[config.mk]
export PLATFORM = sky130hd
export DESIGN_NAME = spi_ram_ctrl
export DESIGN_NICKNAME = d
export VERILOG_FILES = /design/src/rtl/spi_ram_ctrl_pkg.sv /design/src/rtl/spi_ram_ctrl_arb.sv /design/src/rtl/spi_ram_ctrl.sv
export SDC_FILE = /design/constraint.sdc
export NUM_CORES = 1
export LEC_CHECK = 0
export ABC_AREA = 0
export BUFFER_PORTS_ARGS = -buffer_cell sky130_fd_sc_hd__buf_2
export CORE_ASPECT_RATIO = 0.9
export CORE_MARGIN = 1.5
export CORE_UTILIZATION = 45
export CTS_CLUSTER_DIAMETER = 200
export CTS_CLUSTER_SIZE = 40
export DETAILED_ROUTE_END_ITERATION = 10
export PLACE_DENSITY = 0.75
export SYNTH_ARGS = -nofsm -noshare
export SYNTH_HDL_FRONTEND = slang
export SYNTH_SLANG_ARGS = --single-unit
[constraint.sdc]
create_clock -name clk -period 1.79 [get_ports clk]
set_input_delay 0.358 -clock clk [delete_from_list [all_inputs] [get_ports clk]]
set_output_delay 0.358 -clock clk [all_outputs]
set_load 0.02 [all_outputs]
[src/rtl/spi_ram_ctrl_pkg.sv]
// Shared command encodings, FSM states and grant indices for the SPI RAM controller.
// Also holds the two-way round-robin pick function.
package spi_ram_ctrl_pkg;

   typedef enum logic [1:0] {
      CMD_WADDR = 2'b00,
      CMD_WDATA = 2'b01,
      CMD_RADDR = 2'b10,
      CMD_RDATA = 2'b11
   } cmd_e;

   typedef enum logic [1:0] {
      ST_IDLE   = 2'b00,
      ST_ACCESS = 2'b01,
      ST_RDATA  = 2'b10
   } state_e;

   localparam logic GNT_SPI  = 1'b0;
   localparam logic GNT_HOST = 1'b1;

   // Returns the index of the winning requester; on a tie the one not granted last wins.
   function automatic logic rr_pick(input logic [1:0] req, input logic last);
      if (req == 2'b11)
         return ~last;
      else if (req[GNT_SPI])
         return GNT_SPI;
      else
         return GNT_HOST;
   endfunction

endpackage

[src/rtl/spi_ram_ctrl_arb.sv]
// Two-requester round-robin arbiter: bit 0 = SPI, bit 1 = host.
// last_gnt only moves when the grant is actually consumed (advance).
module rr_arb2
   import spi_ram_ctrl_pkg::*;
(
   input  logic       clk,
   input  logic       rst_n,
   input  logic [1:0] req,
   input  logic       advance,
   output logic [1:0] gnt
);

   logic last_gnt_reg;
   logic winner;

   assign winner = rr_pick(req, last_gnt_reg);

   always_comb begin
      gnt = 2'b00;
      if (|req)
         gnt[winner] = 1'b1;
   end

   always_ff @(posedge clk or negedge rst_n) begin
      if (!rst_n)
         last_gnt_reg <= GNT_HOST;
      else if (advance && |req)
         last_gnt_reg <= winner;
   end

endmodule

[src/rtl/spi_ram_ctrl.sv]
// Decodes SPI command words into RAM accesses and shares the single-port RAM with a host
// req/gnt port; one access in flight at a time, IDLE -> ACCESS -> (RDATA) -> IDLE.
module spi_ram_ctrl
   import spi_ram_ctrl_pkg::*;
#(
   parameter int ADDR_SIZE = 8,
   parameter bit AUTO_INC  = 1'b1
) (
   input  logic                 clk,
   input  logic                 rst_n,
   input  logic [9:0]           rx_data,
   input  logic                 rx_valid,
   output logic [7:0]           tx_data,
   output logic                 tx_valid,
   input  logic                 host_req,
   input  logic                 host_we,
   input  logic [ADDR_SIZE-1:0] host_addr,
   input  logic [7:0]           host_wdata,
   output logic                 host_gnt,
   output logic [7:0]           host_rdata,
   output logic                 host_rvalid,
   output logic                 ram_en,
   output logic                 ram_we,
   output logic [ADDR_SIZE-1:0] ram_addr,
   output logic [7:0]           ram_wdata,
   input  logic [7:0]           ram_rdata,
   output logic                 spi_ovf
);

   localparam logic [ADDR_SIZE-1:0] ADDR_INC = AUTO_INC ? ADDR_SIZE'(1) : '0;

   state_e               state_reg;
   logic [ADDR_SIZE-1:0] wr_addr_reg;
   logic [ADDR_SIZE-1:0] rd_addr_reg;
   logic                 spi_pend_reg;
   logic                 pend_we_reg;
   logic [ADDR_SIZE-1:0] pend_addr_reg;
   logic [7:0]           pend_wdata_reg;
   logic                 acc_host_reg;

   cmd_e                 cmd;
   logic [ADDR_SIZE-1:0] rx_addr;
   logic [1:0]           req;
   logic [1:0]           gnt;
   logic                 advance;

   assign cmd     = cmd_e'(rx_data[9:8]);
   assign rx_addr = rx_data[ADDR_SIZE-1:0];
   assign req     = {host_req, spi_pend_reg};
   assign advance = (state_reg == ST_IDLE);

   rr_arb2 u_arb (
      .clk     (clk),
      .rst_n   (rst_n),
      .req     (req),
      .advance (advance),
      .gnt     (gnt)
   );

   always_ff @(posedge clk or negedge rst_n) begin
      if (!rst_n) begin
         state_reg      <= ST_IDLE;
         wr_addr_reg    <= '0;
         rd_addr_reg    <= '0;
         spi_pend_reg   <= 1'b0;
         pend_we_reg    <= 1'b0;
         pend_addr_reg  <= '0;
         pend_wdata_reg <= '0;
         acc_host_reg   <= 1'b0;
         tx_data        <= '0;
         tx_valid       <= 1'b0;
         host_gnt       <= 1'b0;
         host_rdata     <= '0;
         host_rvalid    <= 1'b0;
         ram_en         <= 1'b0;
         ram_we         <= 1'b0;
         ram_addr       <= '0;
         ram_wdata      <= '0;
         spi_ovf        <= 1'b0;
      end else begin
         host_gnt    <= 1'b0;
         host_rvalid <= 1'b0;
         ram_en      <= 1'b0;

         // SPI decode runs in every FSM state; only the single pending slot couples it to the FSM.
         if (rx_valid) begin
            tx_valid <= 1'b0;
            unique case (cmd)
               CMD_WADDR: wr_addr_reg <= rx_addr;
               CMD_RADDR: rd_addr_reg <= rx_addr;
               CMD_WDATA: begin
                  if (spi_pend_reg) begin
                     spi_ovf <= 1'b1;
                  end else begin
                     spi_pend_reg   <= 1'b1;
                     pend_we_reg    <= 1'b1;
                     pend_addr_reg  <= wr_addr_reg;
                     pend_wdata_reg <= rx_data[7:0];
                     wr_addr_reg    <= wr_addr_reg + ADDR_INC;
                  end
               end
               CMD_RDATA: begin
                  if (spi_pend_reg) begin
                     spi_ovf <= 1'b1;
                  end else begin
                     spi_pend_reg  <= 1'b1;
                     pend_we_reg   <= 1'b0;
                     pend_addr_reg <= rd_addr_reg;
                     rd_addr_reg   <= rd_addr_reg + ADDR_INC;
                  end
               end
            endcase
         end

         case (state_reg)
            ST_IDLE: begin
               if (|req) begin
                  state_reg <= ST_ACCESS;
                  ram_en    <= 1'b1;
                  if (gnt[GNT_HOST]) begin
                     acc_host_reg <= 1'b1;
                     host_gnt     <= 1'b1;
                     ram_we       <= host_we;
                     ram_addr     <= host_addr;
                     ram_wdata    <= host_wdata;
                  end else begin
                     acc_host_reg <= 1'b0;
                     spi_pend_reg <= 1'b0;
                     ram_we       <= pend_we_reg;
                     ram_addr     <= pend_addr_reg;
                     ram_wdata    <= pend_wdata_reg;
                  end
               end
            end
            ST_ACCESS: begin
               state_reg <= ram_we ? ST_IDLE : ST_RDATA;
            end
            ST_RDATA: begin
               state_reg <= ST_IDLE;
               if (acc_host_reg) begin
                  host_rdata  <= ram_rdata;
                  host_rvalid <= 1'b1;
               end else begin
                  tx_data  <= ram_rdata;
                  tx_valid <= 1'b1;
               end
            end
            default: state_reg <= ST_IDLE;
         endcase
      end
   end

endmodule
==> impl_results.md <==
* Routed WL at 8.162 mm
* WL/cell at 15.97 um
* Die area at 8180 sq um
* Die Y at 85.96 um
* First-pass GRT wire length at roughly 13 mm
* Antenna violations before repair at 0
* Cell Chain, Critical Path: nand2b_1, or2_1, nor2_8, mux2_1
* Multi-input logic area at between 1000 and 1500 sq um
* Final core occ at 0.5680
* 1st-pass router iterations at 5
* TritonCTS clock tree: yes
* Synth top area share at 0.5455
* Met2 usage in global routing at 0.3237
* Remaining Overflow, GRT at 0
* Gpl congestion at just under 0.9
* Most used routing layer: met2
* Crit path DAT at 1.80 ns
* Area leader, netlist: dfrtp_1
* Status: finished clean
* Most frequent cell after synthesis: dfrtp_1
* Final cell count without fillers at 511
* Largest net degree at the start of global routing at 37
* Antenna diodes at 0
* Clk sinks at 76
* Worst Setup Start Kind: flip-flop
* Vias after detailed routing at 2804
* Post-detailed-route count of antenna-violating nets at 0
* Final hold violations at 0
* Worst Tran Pin Value at 0.5046 ns
* # fillers at 645
* Syn Inst Count at between 300 and 400
* Tightest Hold Check Type: input port to flip-flop
* Power density over the cells at 1744 nW/um^2
* Cells after DPL at 495
* #FFs+latches synth at between 70 and 80
* Critical path's largest stage delay at 0.45 ns
* Worst path slowest cell: dfrtp_1
* Setup CP Type: flip-flop to flip-flop
* F_max at 0.6332 GHz
* Layout cells sized above 1 at 0.2916
* EDFF count, synth at 0
* Sequential area share after synthesis at 0.5531
* Leakage at between 2 and 2.5 nW
* Clock root buffer: clkbuf_8
* Final HPWL DP at between 5 and 6 mm
* Worst clock skew at approximately 0.0094 ns
* FP Rows at 30
* PnR worst setup slack at 0.2107 ns
* Synth Area per Inst at about 11 sq um
* Placeable Area at 7470 sq um
* CP delay by family, top: simple AND/OR/NAND/NOR gates
* Worst slew margin at 0.6632
* FF+latch area at 1903 sq um
* Total GRT Usage at 0.2142
* Worst EP required at 2.01 ns
* M1 GR Usage at 0.3032
* CTS buffer count at 9
* RSZ-0062 raised after global routing: no
* Async S/R FF share, synth at 1.000
* Clock H-tree levels at 3
* Crit path max fanout at 9
* Met3 global-route usage at 0.04965
* Starting density of the core at 0.4606
* Die width at between 90 and 100 um
* Top post-synthesis cells by area: dfrtp_1, mux2i_1, nand2_1, a21oi_1, mux2_1
* Post-route setup TNS at 0 ns
* Final min period at 1.579 ns
* Endpoint type of the worst setup path: flip-flop
* Final period utilization at 0.8823
* Port Buffers at 76
* Resized cells post-CTS at 0
* Post-Syn Area at 3441 sq um
* # IOs at 77
* Initial drt markers at 238
* Clk slew on worst S/H paths at 0.08 ns
* Skew-Pair Late Insertion Delay at 0.35 ns
* Highest ir drop seen on vdd at 1.029 mV
* DR vias/cell at between 5 and 6
* Yosys warns at 0
* Syn_nets at about 370
* Dpl ws at 0.2022 ns
* Number of max-cap violations at 0
* Slew Viols, Final at 0
* Total Power at 0.007399 W
* Area Overhead vs Synth at 23.31%
* Distinct cell type count after synthesis at 44
* Post-synth top cells: dfrtp_1, nand2_1, a21oi_1
* Total Nets Final at around 450
* Setup-failing EPs final at 0
* Buf/Inv on CP at 0
* Max Buffers Root-to-Sink at 2
* # DRC at 0
* Primary FF master, synth: dfrtp_1
* Vias in the first global route at 2674
[final timing paths]
path	start	slack [ns]	endpoint	cells past startpoint
setup / recovery	spi_pend_reg	0.21	pend_wdata_reg[4]	4
hold / removal	ram_rdata[3]	0.21	host_rdata[3]	3
setup reg to reg	spi_pend_reg	0.21	pend_wdata_reg[4]	4
hold reg to reg	spi_ovf	0.46	spi_ovf	1
max in group asynchronous	rst_n	0.74	tx_data[7]	3
min in group asynchronous	rst_n	0.51	state_reg[1]	2
[worst register-to-register path: stages (launching register included)]
cell and delay, ns:
dfrtp_1 0.45, nand2b_1 0.18, or2_1 0.29, nor2_8 0.20, mux2_1 0.35
[layout make-up]
| type | instances | area share |
|---|---|---|
| sequential | 76 | 0.4485 |
| timing repair buffer | 89 | 0.1227 |
| inverter | 8 | 0.007078 |
| multi-input combinational | 227 | 0.3377 |
| clock inverter | 6 | 0.02654 |
| clock buffer | 9 | 0.02919 |
| tap | 96 | 0.02831 |
[through the flow]
stage	hold slack (ns)	instance area, sq um
floorplan	0.06241	3441
global placement	0.3471	3996
detailed placement	0.3442	3996
CTS	0.1924	4243
global route	0.2070	4243
finish	0.2071	4243
[placed cells by master (no fill, tap or decap), types with 3 or more instances in the layout]
master     netlist  routed
bufinv_16        0       3
buf_4            3      10
mux2i_1         24      24
inv_1            5       5
o22ai_1          7       7
nand2b_1         3       3
buf_2            6      75
a21o_1           7       7
mux2_1           8       8
a21oi_1         30      30
nand2_1         48      48
nor4_1           3       3
nand4_1          6       6
nand3_1          7       7
dfrtp_1         75      75
o21ai_1          5       5
a2bb2oi_1        3       3
o21ai_0         13      13
and2_1           3       3
mux2_2           8       8
nor3_1           5       5
clkbuf_8         0       9
buf_12           0       3
nor2_1          21      21
[metal layers]
layer  wire length (um)  part of all wire  vias to the layer above
met4                 95             0.012                        0
met3                551             0.068                       10
met1               3759              0.46                     1350
met5                  0                 0                        -
met2               3754              0.46                      110
li1                   -                 -                     1334
[what timing repair did]
item / in CTS / in global routing
setup endpoints to repair: 0 / 0
endpoints found under the hold margin: 33 / 0
hold buffers: 1 / 0
setup buffers: 0 / 0
[power by group]
| part | total (W) | internal (W) | switching, W |
|---|---|---|---|
| Clock | 0.00156 | 0.000923 | 0.000637 |
| Sequential | 0.00309 | 0.00251 | 0.000577 |
| Combinational | 0.00275 | 0.00111 | 0.00164 |
[cells by family (layout without fill, tap and decap cells)]
group | after synthesis | after routing | share of synthesized area
multiplexers | 40 | 40 | 0.1222
AO/OA/AOI/OAI | 74 | 74 | 0.1287
flip-flops | 76 | 76 | 0.5531
adder cells (fa/ha/maj) | 2 | 2 | 0.007272
AND/OR/NAND/NOR | 111 | 111 | 0.1582
buffers and inverters | 21 | 112 | 0.03055
No activity file was read; power rests on OpenSTA's default activity.
